## src/rtl/mips_pkg.sv

```systemverilog
`default_nettype none
// ============================================================================
//  Package     : mips_pkg
//  Description : Shared definitions for the HI/LO multiply/divide unit:
//                datapath width, iteration count, operation encodings,
//                controller state type and an operand magnitude helper.
//  Revision    : 1.0  initial release
// ============================================================================
package mips_pkg;

    // Datapath width and number of radix-2 iterations per operation
    localparam int c_DATA_W = 32;
    localparam int c_ITER_N = 32;
    localparam int c_CNT_W  = $clog2(c_ITER_N);

    // Operation encodings carried on i_Op (110/111 are reserved)
    typedef enum logic [2:0] {
        OP_MULT  = 3'b000,
        OP_MULTU = 3'b001,
        OP_DIV   = 3'b010,
        OP_DIVU  = 3'b011,
        OP_MTHI  = 3'b100,
        OP_MTLO  = 3'b101
    } op_e;

    // Controller states
    typedef enum logic [1:0] {
        ST_IDLE = 2'd0,
        ST_RUN  = 2'd1,
        ST_FIX  = 2'd2
    } state_e;

    // Magnitude of an operand for signed operations; raw value otherwise.
    // 32'h80000000 maps to itself, which is the correct unsigned magnitude.
    function automatic logic [c_DATA_W-1:0] abs_opnd(
        input logic [c_DATA_W-1:0] x,
        input logic                is_signed
    );
        return (is_signed && x[c_DATA_W-1]) ? (-x) : x;
    endfunction

endpackage
`default_nettype wire

```

## src/rtl/mult_div_unit_if.sv

```systemverilog
`default_nettype none
// ============================================================================
//  Interface   : mult_div_unit_if
//  Description : Request/result bundle between the issuing pipeline and the
//                multiply/divide unit.
//  Revision    : 1.0  initial release
//
//  Signals
//    i_Start  1   launch request, sampled on the rising clock edge
//    i_Op     3   operation code (see mips_pkg::op_e)
//    i_Rs     32  first operand / dividend / MTHI-MTLO source
//    i_Rt     32  second operand / divisor
//    o_Busy   1   iterative operation in progress
//    o_Done   1   one-cycle completion pulse for MULT/MULTU/DIV/DIVU
//    o_Hi     32  HI register
//    o_Lo     32  LO register
//
//  Modports
//    master : requester side (drives i_*, observes o_*)
//    slave  : unit side (observes i_*, drives o_*)
// ============================================================================
interface mult_div_unit_if;
    import mips_pkg::*;

    logic                i_Start;
    logic [2:0]          i_Op;
    logic [c_DATA_W-1:0] i_Rs;
    logic [c_DATA_W-1:0] i_Rt;
    logic                o_Busy;
    logic                o_Done;
    logic [c_DATA_W-1:0] o_Hi;
    logic [c_DATA_W-1:0] o_Lo;

    modport master (
        output i_Start, i_Op, i_Rs, i_Rt,
        input  o_Busy, o_Done, o_Hi, o_Lo
    );

    modport slave (
        input  i_Start, i_Op, i_Rs, i_Rt,
        output o_Busy, o_Done, o_Hi, o_Lo
    );

endinterface
`default_nettype wire

```

## src/rtl/mult_div_step.sv

```systemverilog
`default_nettype none
// ============================================================================
//  Module      : mult_div_step
//  Description : One combinational radix-2 iteration on the {hi, lo} working
//                pair. Multiply: conditional add of the multiplicand into hi,
//                then shift the pair right. Divide: shift the pair left, trial
//                subtract the divisor, keep the difference when it does not
//                underflow and shift the quotient bit into lo.
//  Revision    : 1.0  initial release
//  Build macro : MULT_DIV_UNIT_DIV_EN -- includes the restoring-divide path;
//                when undefined only the shift-add path exists.
//
//  Ports
//    i_Is_Div  1   selects divide step (ignored without the divide build)
//    i_Hi      32  working high half (partial product / partial remainder)
//    i_Lo      32  working low half (multiplier bits / dividend+quotient bits)
//    i_Opnd    32  multiplicand or divisor magnitude
//    o_Hi      32  next working high half
//    o_Lo      32  next working low half
// ============================================================================
module mult_div_step
    import mips_pkg::*;
(
    input  wire logic                i_Is_Div,
    input  wire logic [c_DATA_W-1:0] i_Hi,
    input  wire logic [c_DATA_W-1:0] i_Lo,
    input  wire logic [c_DATA_W-1:0] i_Opnd,
    output logic      [c_DATA_W-1:0] o_Hi,
    output logic      [c_DATA_W-1:0] o_Lo
);

    // Shift-add: 33-bit sum keeps the carry that shifts into hi's MSB
    logic [c_DATA_W:0] w_add_sum;
    assign w_add_sum = {1'b0, i_Hi} + (i_Lo[0] ? {1'b0, i_Opnd} : {(c_DATA_W+1){1'b0}});

`ifdef MULT_DIV_UNIT_DIV_EN
    // Restoring divide: the shifted partial remainder can reach 33 bits, so
    // the trial difference is carried in 34 bits and its MSB is the borrow.
    logic [c_DATA_W+1:0] w_trial;
    logic                w_fits;
    assign w_trial = {1'b0, i_Hi, i_Lo[c_DATA_W-1]} - {2'b00, i_Opnd};
    assign w_fits  = ~w_trial[c_DATA_W+1];

    always_comb begin
        o_Hi = w_add_sum[c_DATA_W:1];
        o_Lo = {w_add_sum[0], i_Lo[c_DATA_W-1:1]};
        if (i_Is_Div) begin
            // When the subtract underflows the shifted value is below the
            // divisor, so its top bit is zero and 32 bits suffice.
            o_Hi = w_fits ? w_trial[c_DATA_W-1:0] : {i_Hi[c_DATA_W-2:0], i_Lo[c_DATA_W-1]};
            o_Lo = {i_Lo[c_DATA_W-2:0], w_fits};
        end
    end
`else
    logic w_unused_is_div;
    assign w_unused_is_div = i_Is_Div;

    always_comb begin
        o_Hi = w_add_sum[c_DATA_W:1];
        o_Lo = {w_add_sum[0], i_Lo[c_DATA_W-1:1]};
    end
`endif

endmodule
`default_nettype wire

```

## src/rtl/mult_div_unit.sv

```systemverilog
`default_nettype none
// ============================================================================
//  Module      : mult_div_unit
//  Description : MIPS-style HI/LO multiply/divide unit. MULT/MULTU (and
//                DIV/DIVU in the divide build) run 32 radix-2 iterations
//                on operand magnitudes followed by one sign-fix cycle, giving
//                a fixed latency: start at edge N, HI/LO written and busy
//                dropped at edge N+33, o_Done high for the following cycle.
//                MTHI/MTLO write HI/LO directly when idle.
//  Revision    : 1.0  initial release
//  Build macro : MULT_DIV_UNIT_DIV_EN -- enables DIV/DIVU; without it those
//                codes are treated as reserved and no divider is built.
//
//  Ports
//    i_Clk   1   clock, rising edge
//    i_Rst   1   asynchronous active-high reset
//    bus         mult_div_unit_if.slave (i_Start, i_Op, i_Rs, i_Rt,
//                o_Busy, o_Done, o_Hi, o_Lo)
// ============================================================================
module mult_div_unit
    import mips_pkg::*;
(
    input  wire logic       i_Clk,
    input  wire logic       i_Rst,
    mult_div_unit_if.slave  bus
);

    localparam logic [c_CNT_W-1:0] c_CNT_LAST = c_CNT_W'(c_ITER_N - 1);
    localparam logic [c_CNT_W-1:0] c_CNT_ONE  = c_CNT_W'(1);

    // ------------------------------------------------------------------
    // State
    // ------------------------------------------------------------------
    state_e              state_q,   state_d;
    logic [c_CNT_W-1:0]  count_q,   count_d;
    logic [c_DATA_W-1:0] acc_hi_q,  acc_hi_d;   // working pair, separate from
    logic [c_DATA_W-1:0] acc_lo_q,  acc_lo_d;   // HI/LO so those stay stable
    logic [c_DATA_W-1:0] opnd_q,    opnd_d;     // multiplicand / divisor
    logic                is_div_q,  is_div_d;
    logic                neg_q,     neg_d;      // negate product / quotient
    logic                neg_rem_q, neg_rem_d;  // negate remainder
    logic                div0_q,    div0_d;     // divisor was zero
    logic [c_DATA_W-1:0] hi_q,      hi_d;
    logic [c_DATA_W-1:0] lo_q,      lo_d;
    logic                done_q,    done_d;

    // ------------------------------------------------------------------
    // Request decode
    // ------------------------------------------------------------------
    logic w_op_mul;
    logic w_op_div;
    logic w_op_iter;
    logic w_op_signed;

    assign w_op_mul    = (bus.i_Op == OP_MULT) || (bus.i_Op == OP_MULTU);
`ifdef MULT_DIV_UNIT_DIV_EN
    assign w_op_div    = (bus.i_Op == OP_DIV)  || (bus.i_Op == OP_DIVU);
`else
    assign w_op_div    = 1'b0;
`endif
    assign w_op_iter   = w_op_mul || w_op_div;
    assign w_op_signed = (bus.i_Op == OP_MULT) || (bus.i_Op == OP_DIV);

    // ------------------------------------------------------------------
    // Single iteration datapath
    // ------------------------------------------------------------------
    logic [c_DATA_W-1:0] w_step_hi;
    logic [c_DATA_W-1:0] w_step_lo;

    mult_div_step u_step (
        .i_Is_Div (is_div_q),
        .i_Hi     (acc_hi_q),
        .i_Lo     (acc_lo_q),
        .i_Opnd   (opnd_q),
        .o_Hi     (w_step_hi),
        .o_Lo     (w_step_lo)
    );

    // ------------------------------------------------------------------
    // Sign correction of the unsigned magnitude result
    // ------------------------------------------------------------------
    logic [2*c_DATA_W-1:0] w_prod_raw;
    logic [2*c_DATA_W-1:0] w_prod;
    logic [c_DATA_W-1:0]   w_res_hi;
    logic [c_DATA_W-1:0]   w_res_lo;

    assign w_prod_raw = {acc_hi_q, acc_lo_q};
    assign w_prod     = neg_q ? (-w_prod_raw) : w_prod_raw;

`ifdef MULT_DIV_UNIT_DIV_EN
    logic [c_DATA_W-1:0] w_quo;
    logic [c_DATA_W-1:0] w_rem;

    // With a zero divisor every trial subtract succeeds, so the remainder
    // half ends up holding |dividend|; restoring the dividend's sign gives
    // back the raw dividend. Only the quotient needs forcing.
    assign w_quo    = div0_q ? {c_DATA_W{1'b1}} : (neg_q ? (-acc_lo_q) : acc_lo_q);
    assign w_rem    = neg_rem_q ? (-acc_hi_q) : acc_hi_q;
    assign w_res_hi = is_div_q ? w_rem : w_prod[2*c_DATA_W-1:c_DATA_W];
    assign w_res_lo = is_div_q ? w_quo : w_prod[c_DATA_W-1:0];
`else
    logic w_unused_div_flags;
    assign w_unused_div_flags = ^{is_div_q, neg_rem_q, div0_q};
    assign w_res_hi = w_prod[2*c_DATA_W-1:c_DATA_W];
    assign w_res_lo = w_prod[c_DATA_W-1:0];
`endif

    // ------------------------------------------------------------------
    // Next-state logic
    // ------------------------------------------------------------------
    always_comb begin
        state_d   = state_q;
        count_d   = count_q;
        acc_hi_d  = acc_hi_q;
        acc_lo_d  = acc_lo_q;
        opnd_d    = opnd_q;
        is_div_d  = is_div_q;
        neg_d     = neg_q;
        neg_rem_d = neg_rem_q;
        div0_d    = div0_q;
        hi_d      = hi_q;
        lo_d      = lo_q;
        done_d    = 1'b0;

        unique case (state_q)
            ST_IDLE: begin
                if (bus.i_Start) begin
                    if (w_op_iter) begin
                        state_d   = ST_RUN;
                        count_d   = '0;
                        acc_hi_d  = '0;
                        acc_lo_d  = abs_opnd(bus.i_Rs, w_op_signed);
                        opnd_d    = abs_opnd(bus.i_Rt, w_op_signed);
                        is_div_d  = w_op_div;
                        neg_d     = w_op_signed && (bus.i_Rs[c_DATA_W-1] ^ bus.i_Rt[c_DATA_W-1]);
                        neg_rem_d = w_op_signed && bus.i_Rs[c_DATA_W-1];
                        div0_d    = (bus.i_Rt == '0);
                    end else if (bus.i_Op == OP_MTHI) begin
                        hi_d = bus.i_Rs;
                    end else if (bus.i_Op == OP_MTLO) begin
                        lo_d = bus.i_Rs;
                    end
                end
            end

            ST_RUN: begin
                acc_hi_d = w_step_hi;
                acc_lo_d = w_step_lo;
                count_d  = count_q + c_CNT_ONE;
                if (count_q == c_CNT_LAST) begin
                    state_d = ST_FIX;
                end
            end

            ST_FIX: begin
                hi_d    = w_res_hi;
                lo_d    = w_res_lo;
                done_d  = 1'b1;
                state_d = ST_IDLE;
            end

            default: begin
                state_d = ST_IDLE;
            end
        endcase
    end

    // ------------------------------------------------------------------
    // State registers
    // ------------------------------------------------------------------
    always_ff @(posedge i_Clk or posedge i_Rst) begin
        if (i_Rst) begin
            state_q   <= ST_IDLE;
            count_q   <= '0;
            acc_hi_q  <= '0;
            acc_lo_q  <= '0;
            opnd_q    <= '0;
            is_div_q  <= 1'b0;
            neg_q     <= 1'b0;
            neg_rem_q <= 1'b0;
            div0_q    <= 1'b0;
            hi_q      <= '0;
            lo_q      <= '0;
            done_q    <= 1'b0;
        end else begin
            state_q   <= state_d;
            count_q   <= count_d;
            acc_hi_q  <= acc_hi_d;
            acc_lo_q  <= acc_lo_d;
            opnd_q    <= opnd_d;
            is_div_q  <= is_div_d;
            neg_q     <= neg_d;
            neg_rem_q <= neg_rem_d;
            div0_q    <= div0_d;
            hi_q      <= hi_d;
            lo_q      <= lo_d;
            done_q    <= done_d;
        end
    end

    // ------------------------------------------------------------------
    // Outputs
    // ------------------------------------------------------------------
    assign bus.o_Busy = (state_q != ST_IDLE);
    assign bus.o_Done = done_q;
    assign bus.o_Hi   = hi_q;
    assign bus.o_Lo   = lo_q;

endmodule
`default_nettype wire
```

## src/flat_wrapper.sv

```systemverilog
// flat-port wrapper written by rule: the top's interface ports become plain ports
module mult_div_unit_flat import mips_pkg::*;
  (i_Clk, i_Rst, bus_i_Start, bus_i_Op, bus_i_Rs, bus_i_Rt, bus_o_Busy, bus_o_Done, bus_o_Hi, bus_o_Lo);
  mult_div_unit_if bus_i ();
  input  wire logic i_Clk;
  input  wire logic i_Rst;
  input wire logic [$bits(bus_i.i_Start)-1:0] bus_i_Start;
  input wire logic [$bits(bus_i.i_Op)-1:0] bus_i_Op;
  input wire logic [$bits(bus_i.i_Rs)-1:0] bus_i_Rs;
  input wire logic [$bits(bus_i.i_Rt)-1:0] bus_i_Rt;
  output wire logic [$bits(bus_i.o_Busy)-1:0] bus_o_Busy;
  output wire logic [$bits(bus_i.o_Done)-1:0] bus_o_Done;
  output wire logic [$bits(bus_i.o_Hi)-1:0] bus_o_Hi;
  output wire logic [$bits(bus_i.o_Lo)-1:0] bus_o_Lo;
  assign bus_i.i_Start = bus_i_Start;
  assign bus_i.i_Op = bus_i_Op;
  assign bus_i.i_Rs = bus_i_Rs;
  assign bus_i.i_Rt = bus_i_Rt;
  assign bus_o_Busy = bus_i.o_Busy;
  assign bus_o_Done = bus_i.o_Done;
  assign bus_o_Hi = bus_i.o_Hi;
  assign bus_o_Lo = bus_i.o_Lo;
  mult_div_unit u_core (.i_Clk(i_Clk), .i_Rst(i_Rst), .bus(bus_i));
endmodule
```

## config.mk

```make
export PLATFORM = sky130hd
export DESIGN_NAME = mult_div_unit_flat
export DESIGN_NICKNAME = d
export VERILOG_FILES = /design/src/rtl/mips_pkg.sv /design/src/rtl/mult_div_unit_if.sv /design/src/rtl/mult_div_step.sv /design/src/rtl/mult_div_unit.sv /design/src/flat_wrapper.sv
export SDC_FILE = /design/constraint.sdc
export NUM_CORES = 1
export LEC_CHECK = 0
export ABC_AREA = 1
export CAP_MARGIN = 20
export CORE_ASPECT_RATIO = 0.8
export CORE_MARGIN = 8
export CORE_UTILIZATION = 60
export DETAILED_ROUTE_END_ITERATION = 7
export GPL_TIMING_DRIVEN = 0
export PLACE_DENSITY = 0.92
export SYNTH_ARGS = -nofsm -noshare
export SYNTH_HDL_FRONTEND = slang
export SYNTH_SLANG_ARGS = --single-unit
```

## constraint.sdc

```tcl
create_clock -name i_Clk -period 9.1 [get_ports i_Clk]
set_input_delay 1.82 -clock i_Clk [delete_from_list [all_inputs] [get_ports i_Clk]]
set_output_delay 1.82 -clock i_Clk [all_outputs]
set_load 0.1 [all_outputs]
```

; Word-level counts from Yosys, hierarchy flattened
; Cells that the tools add are included.
[word_totals]
wordCells = 71
reg_bits = 169
inputBits = 70
[classes]
add_sub_neg = 5
n_reduce_logical = 15
mux = 27
bitwise_logic = 1
n_eq_ne = 14
[ops]
columns = cell, count
row1 = two-way mux 32 bit, 14
row2 = case mux 32 bit (2 select lines), 4
row3 = two-way mux 64 bit, 1
row4 = negation 32 bit, 2
row5 = negation 64 bit, 1
row6 = adder 32 x 33 -> 33 bit, 1
row7 = two-way mux 5 bit, 2
row8 = case mux 5 bit (2 select lines), 1
row9 = AND reduction 3 bit, 3
row10 = "!= test 2 x 1 -> 1 bit, second input constant", 4
row11 = "equality test 3 bit, second input constant", 2
row12 = two-way mux 2 bit, 3
row13 = "!= test 2 bit, second input constant", 3
row14 = nonzero test 2 bit, 3
row15 = "adder 5 x 1 -> 5 bit, second input constant", 1
row16 = "equality test 5 bit, second input constant", 1
row17 = AND reduction 5 bit, 1
row18 = case mux 2 bit (2 select lines), 1
row19 = AND reduction 4 bit, 1
row20 = "equality test 3 x 1 -> 1 bit, second input constant", 1
row21 = "equality test 3 x 2 -> 1 bit, second input constant", 1
row22 = logical AND 1 bit, 3
row23 = zero test 3 bit, 1
row24 = "equality test 2 x 1 -> 1 bit, second input constant", 1
row25 = other kinds (5), 6

; Depth between registers and ports, before layout
[logic_depth]
word_depth = 7
mapped_depth = 17
depth_no_buf = 16

; Hierarchy
; Synthesis repeated with hierarchy kept, for this count alone.
[unflattened]
cells_unflattened = 2276
area_unflattened_um2 = 13758.2
[by_module_without_submodules]
columns = mod, area_per_inst_um2, cells_each, instances
row1 = mult_div_unit, 10887.9, 1673, 1
row2 = mult_div_step, 2870.3, 603, 1

; Worst setup path after synthesis
; No wires, ideal clock.
[synth_timing]
path_kind = input-to-reg
startpoint = input bus_i_Rs[1]
endpoint = register u_core.acc_lo_q[24]
setup_ns = 0.124
arrival_time_ns = 2.880
required_time_ns = 8.976
setup_slack_ns = 6.096
path_stages = 9
path_buffers = 0
path_cell_list = inv_1 > ha_1 > nand3_1 > nor2_4 > nand2_1 > o21ai_2 > nand3_1 > nand3_1 > nand3_1
[synth_between]
elab_chain_cells = 5
[synth_lines]
columns = item, line
row1 = "start, declared", flat_wrapper.sv:9  ; input wire logic [$bits(bus_i.i_Rs)-1:0] bus_i_Rs;
row2 = negation 32 bit, mips_pkg.sv:39  ; return (is_signed && x[c_DATA_W-1]) ? (-x) : x;
row3 = two-way mux 32 bit, mips_pkg.sv:39
row4 = two-way mux 32 bit, mult_div_unit.sv:128  ; if (w_op_iter) begin
row5 = two-way mux 32 bit, mult_div_unit.sv:127  ; if (bus.i_Start) begin
row6 = case mux 32 bit (2 select lines), mult_div_unit.sv:125  ; unique case (state_q)
row7 = "end signal, assigned", mult_div_unit.sv:189  ; acc_lo_q <= acc_lo_d;
row8 = "end, declared", mult_div_unit.sv:37  ; logic [c_DATA_W-1:0] acc_lo_q, acc_lo_d;
; Every way passes these cells. The select of a mux whose other input is x is not followed.
; A chain may end at the register's enable or synchronous reset.

; Final worst setup path
[layout_timing]
startpoint = register u_core.state_q[0]
endpoint = output bus_o_Busy
[layout_between]
elab_chain_cells = 1
[layout_lines]
columns = item, line
row1 = "start, declared", mult_div_unit.sv:34  ; state_e state_q, state_d;
row2 = "start signal, assigned", mult_div_unit.sv:186  ; state_q <= state_d;
row3 = nonzero test 2 bit, mult_div_unit.sv:204  ; assign bus.o_Busy = (state_q != ST_IDLE);
row4 = "end, declared", flat_wrapper.sv:11  ; output wire logic [$bits(bus_i.o_Busy)-1:0] bus_o_Busy;
; Every way passes these cells.

==> results.md <==
* Die span in x at 186.0 um
* Pins Over Slew Limit at 0
* Post-Place Cells at between 2000 and 3000
* Syn. warnings at 0
* Fin util at between 70% and 80%
* Crit-path max cell delay at 1.17 ns
* Multiplexer share of the synthesized area at 0%
* Vias after detailed routing at roughly 17000
* Internal power at 2617 uW
* Critical path's slowest cell: clkdlybuf4s50_1
* Synth Area in XOR/XNOR at 1.516%
* Chip Height at 152.0 um
* Post-Synth Adder-Cell Area at roughly 3.5%
* Syn Nets at 2354
* CTS tree: done
* Flops & latches, synth at 169
* ANT cells at 0
* Post-synth top flop: dfrtp_1
* Most common cell after layout, fill and taps aside: nand2_1
* Async set or reset register ratio after synthesis at 100.0%
* Sw Pwr at 3745 uW
* Worst-path fanout max at 3
* Clock Tree Buf Depth at 2
* Post-synthesis simple-gate area fraction at 41.78%
* Flop2flop setup slack at 6.39 ns
* Routed Antenna Nets at 0
* M1 GR Usage at 57.81%
* First-pass detailed-route iteration total at 6
* Initial Utilization at 61.47%
* Core area at 22560 sq um
* Most frequent cells in the layout: nand2_1 (711), inv_1 (330), nand3_1 (290)
* Drt total wl at 56960 um
* Pin count of the biggest net entering global routing at just under 90
* P_leak at 0.008415 uW
* Switching part of the total at 58.87%
* Hold Fails Final Rpt at 0
* Hold path start: u_core.opnd_q[23]
* Layout Skew at 0.01956 ns
* Initial antenna violation count at 1
* TritonCTS Buffers at 17
* Worst-Skew Late Latency at 0.45 ns
* Worst Path Required at 7.28 ns
* Congestion Overflow GR at 0
* Outcome: finished clean
* # IOs at 136
* H-tree Lvls at 4
* Combinational Power Share at 63.6%
* CTS Hold Bufs at 0
* DR WL/cell at between 20 and 25 um
* DR vias/cell at between 6 and 7
* Worst setup startpoint: u_core.state_q[0]
* Vias in the first global route at 14970
* Row count at 49
* Peak VDD IR at 0.0004140 V
* CTS resizes at 0
* Global-route wire length before repair at 85720 um
* Setup TNS at 0 ns
* CP endpoint kind: output port
* Area growth from synthesis to final layout at 17.18%
* Setup bufs post-CTS at 0
* Actual transition at the worst max-transition pin at 1.069 ns
* Max Clk Rate at 0.2411 GHz
* Final period util at 45.57%
* Endpoints failing setup at 0
* Cells after Synth at ~2200
* CP startpoint kind: flip-flop
* Overall fraction of global-route tracks in use at between 30% and 40%
* First DRT Iteration DRCs at about 2500
* Non-Filler Instances at 2720
* Crit-path cells: inv_2 -> nand2_2 -> clkdlybuf4s50_1
* Distinct cells, synth at a little under 50
* Crit path kind: flip-flop to output port
* Die Area at 28260 sq um
* DRC violations left at 0
* Post-Syn Area at 13870 sq um
* Met3 Usage GRT at 15.71%
* Clock root buffer master: clkbuf_16
* Clk sinks at 169
* Tightest Hold Check Type: flip-flop to flip-flop
* Complex-gate fraction of the synthesized area at between 10% and 20%
* Pwr/cell area at 391.5 nW/um^2
* Sequential share of power at 24.1%
* Crit path buf inv count at 2
* Final GP Congestion at 1.044
* DPL Wire Length at 45710 um
* Synthesized area per cell at 6.175 sq um
* Layout cells sized above 1 at 6.131%
* Nets at 2509
* Fillers at 1869
* EDFF count, synth at 0
* M2 GR Usage at a little over half
* MaxCap Viol Count at 0
* Sequential fraction of the synthesis area at 30.49%
* Reg2reg start: u_core.acc_lo_q[0]
* WP data arrival at 2.33 ns
* RSZ-0062 raised after global routing: no
* Largest family of logic cells by synthesized area: simple AND/OR/NAND/NOR gates
* Worst path top cell family by delay: buffers and inverters
* I/O Buffers at 135
* Slew margin rel. at 28.52%
* Top Usage Layer GRT: met1
* Clk slew on worst S/H paths at approximately 0.070 ns
* Fin crit period at 4.147 ns
* Clock power share at 12.3%
[registers in the layout, summed over array words and instances (netlist names)]
register,cells
u_core.acc_lo_q,32
u_core.state_q,2
u_core.count_q,5
u_core.bus.o_Lo,32
u_core.neg_q,1
u_core.bus.o_Hi,32
u_core.acc_hi_q,32
u_core.bus.o_Done,1
u_core.opnd_q,32
[power groups by stage]
stage / clock [uW] / sequential, uW / combinational, uW
floorplan: 0 / 2400 / 1870
global placement: 0 / 1490 / 3830
detailed placement: 0 / 1510 / 3920
CTS: 774 / 1500 / 3950
global route: 806 / 1550 / 4330
finish: 783 / 1530 / 4050
[Yosys cell counts (4+ instances only)]
master,number,area [sq um]
nand2_1,711,2669
inv_1,331,1242
nand3_1,290,1451
nor2_1,236,885.9
dfrtp_1,169,4229
o21ai_0,87,435.4
a21oi_1,56,280.3
buf_2,44,220.2
ha_1,37,462.9
o21ai_1,21,105.1
nand4_1,20,125.1
xor2_1,20,175.2
a31oi_1,19,118.9
o21bai_1,19,142.6
clkbuf_1,17,63.81
o22ai_1,17,106.4
nor3_1,15,75.07
o221ai_1,15,131.4
inv_2,12,45.04
nand2_2,11,68.82
nand3b_1,10,75.07
nor2_2,10,62.56
nor2_4,9,101.4
o211ai_1,8,60.06
o31ai_1,7,52.55
or2_2,7,43.79
buf_1,5,18.77
buf_4,5,37.54
nand3_2,5,50.05
and2_1,4,25.02
xnor2_1,4,35.03
[logic make-up (layout without fill, tap and decap cells)]
logic type / after synthesis / in the layout
compound gates: 258 / 258
simple gates: 1341 / 1341
xor+xnor: 24 / 24
fa+ha+maj: 38 / 38
flops: 169 / 169
buf+inv: 416 / 584
[per-layer routing]
metal  wire, um  part of all wire [%]
met3       9979                    18
met5         12                 0.021
met1      23410                    41
met4       1856                   3.3
met2      21700                    38
[path summary, 6_finish.rpt]
check,endpoint,cells past startpoint
max,bus_o_Busy,3
max reg2reg,u_core.acc_hi_q[26],15
min in group asynchronous,u_core.bus.o_Hi[7],2
max in group asynchronous,u_core.opnd_q[20],3
min,u_core.opnd_q[23],2
min reg2reg,u_core.opnd_q[23],2
[worst min-delay path, stage by stage (launching register included)]
cell     delay [ns]
dfrtp_1        0.35
nand2_1        0.06
nand2_1        0.06
[cell type report]
class	count	area [sq um]	share of cell area (%)
Sequential cell	169	4229	26.02
Tap cell	306	382.9	2.356
Clock buffer	18	429.2	2.641
Multi-Input combinational cell	1661	7995	49.20
Inverter	344	1300	8.000
Timing Repair Buffer	136	1379	8.485
Buffer	72	351.6	2.164
Clock inverter	14	183.9	1.132
[through the flow]
step                hold slack (ns)  area (sq um)  worst slack [ns]  total power (uW)
finish                       0.4989         16250             4.953              6362
global route                 0.5145         16250             4.970              6683
CTS                          0.4965         16250             4.983              6224
detailed placement           0.4716         15640             5.171              5429
global placement             0.4643         15600            0.4755              5324
floorplan                    0.4494         13870             2.705              4266
(Power assumes the default switching activity.)
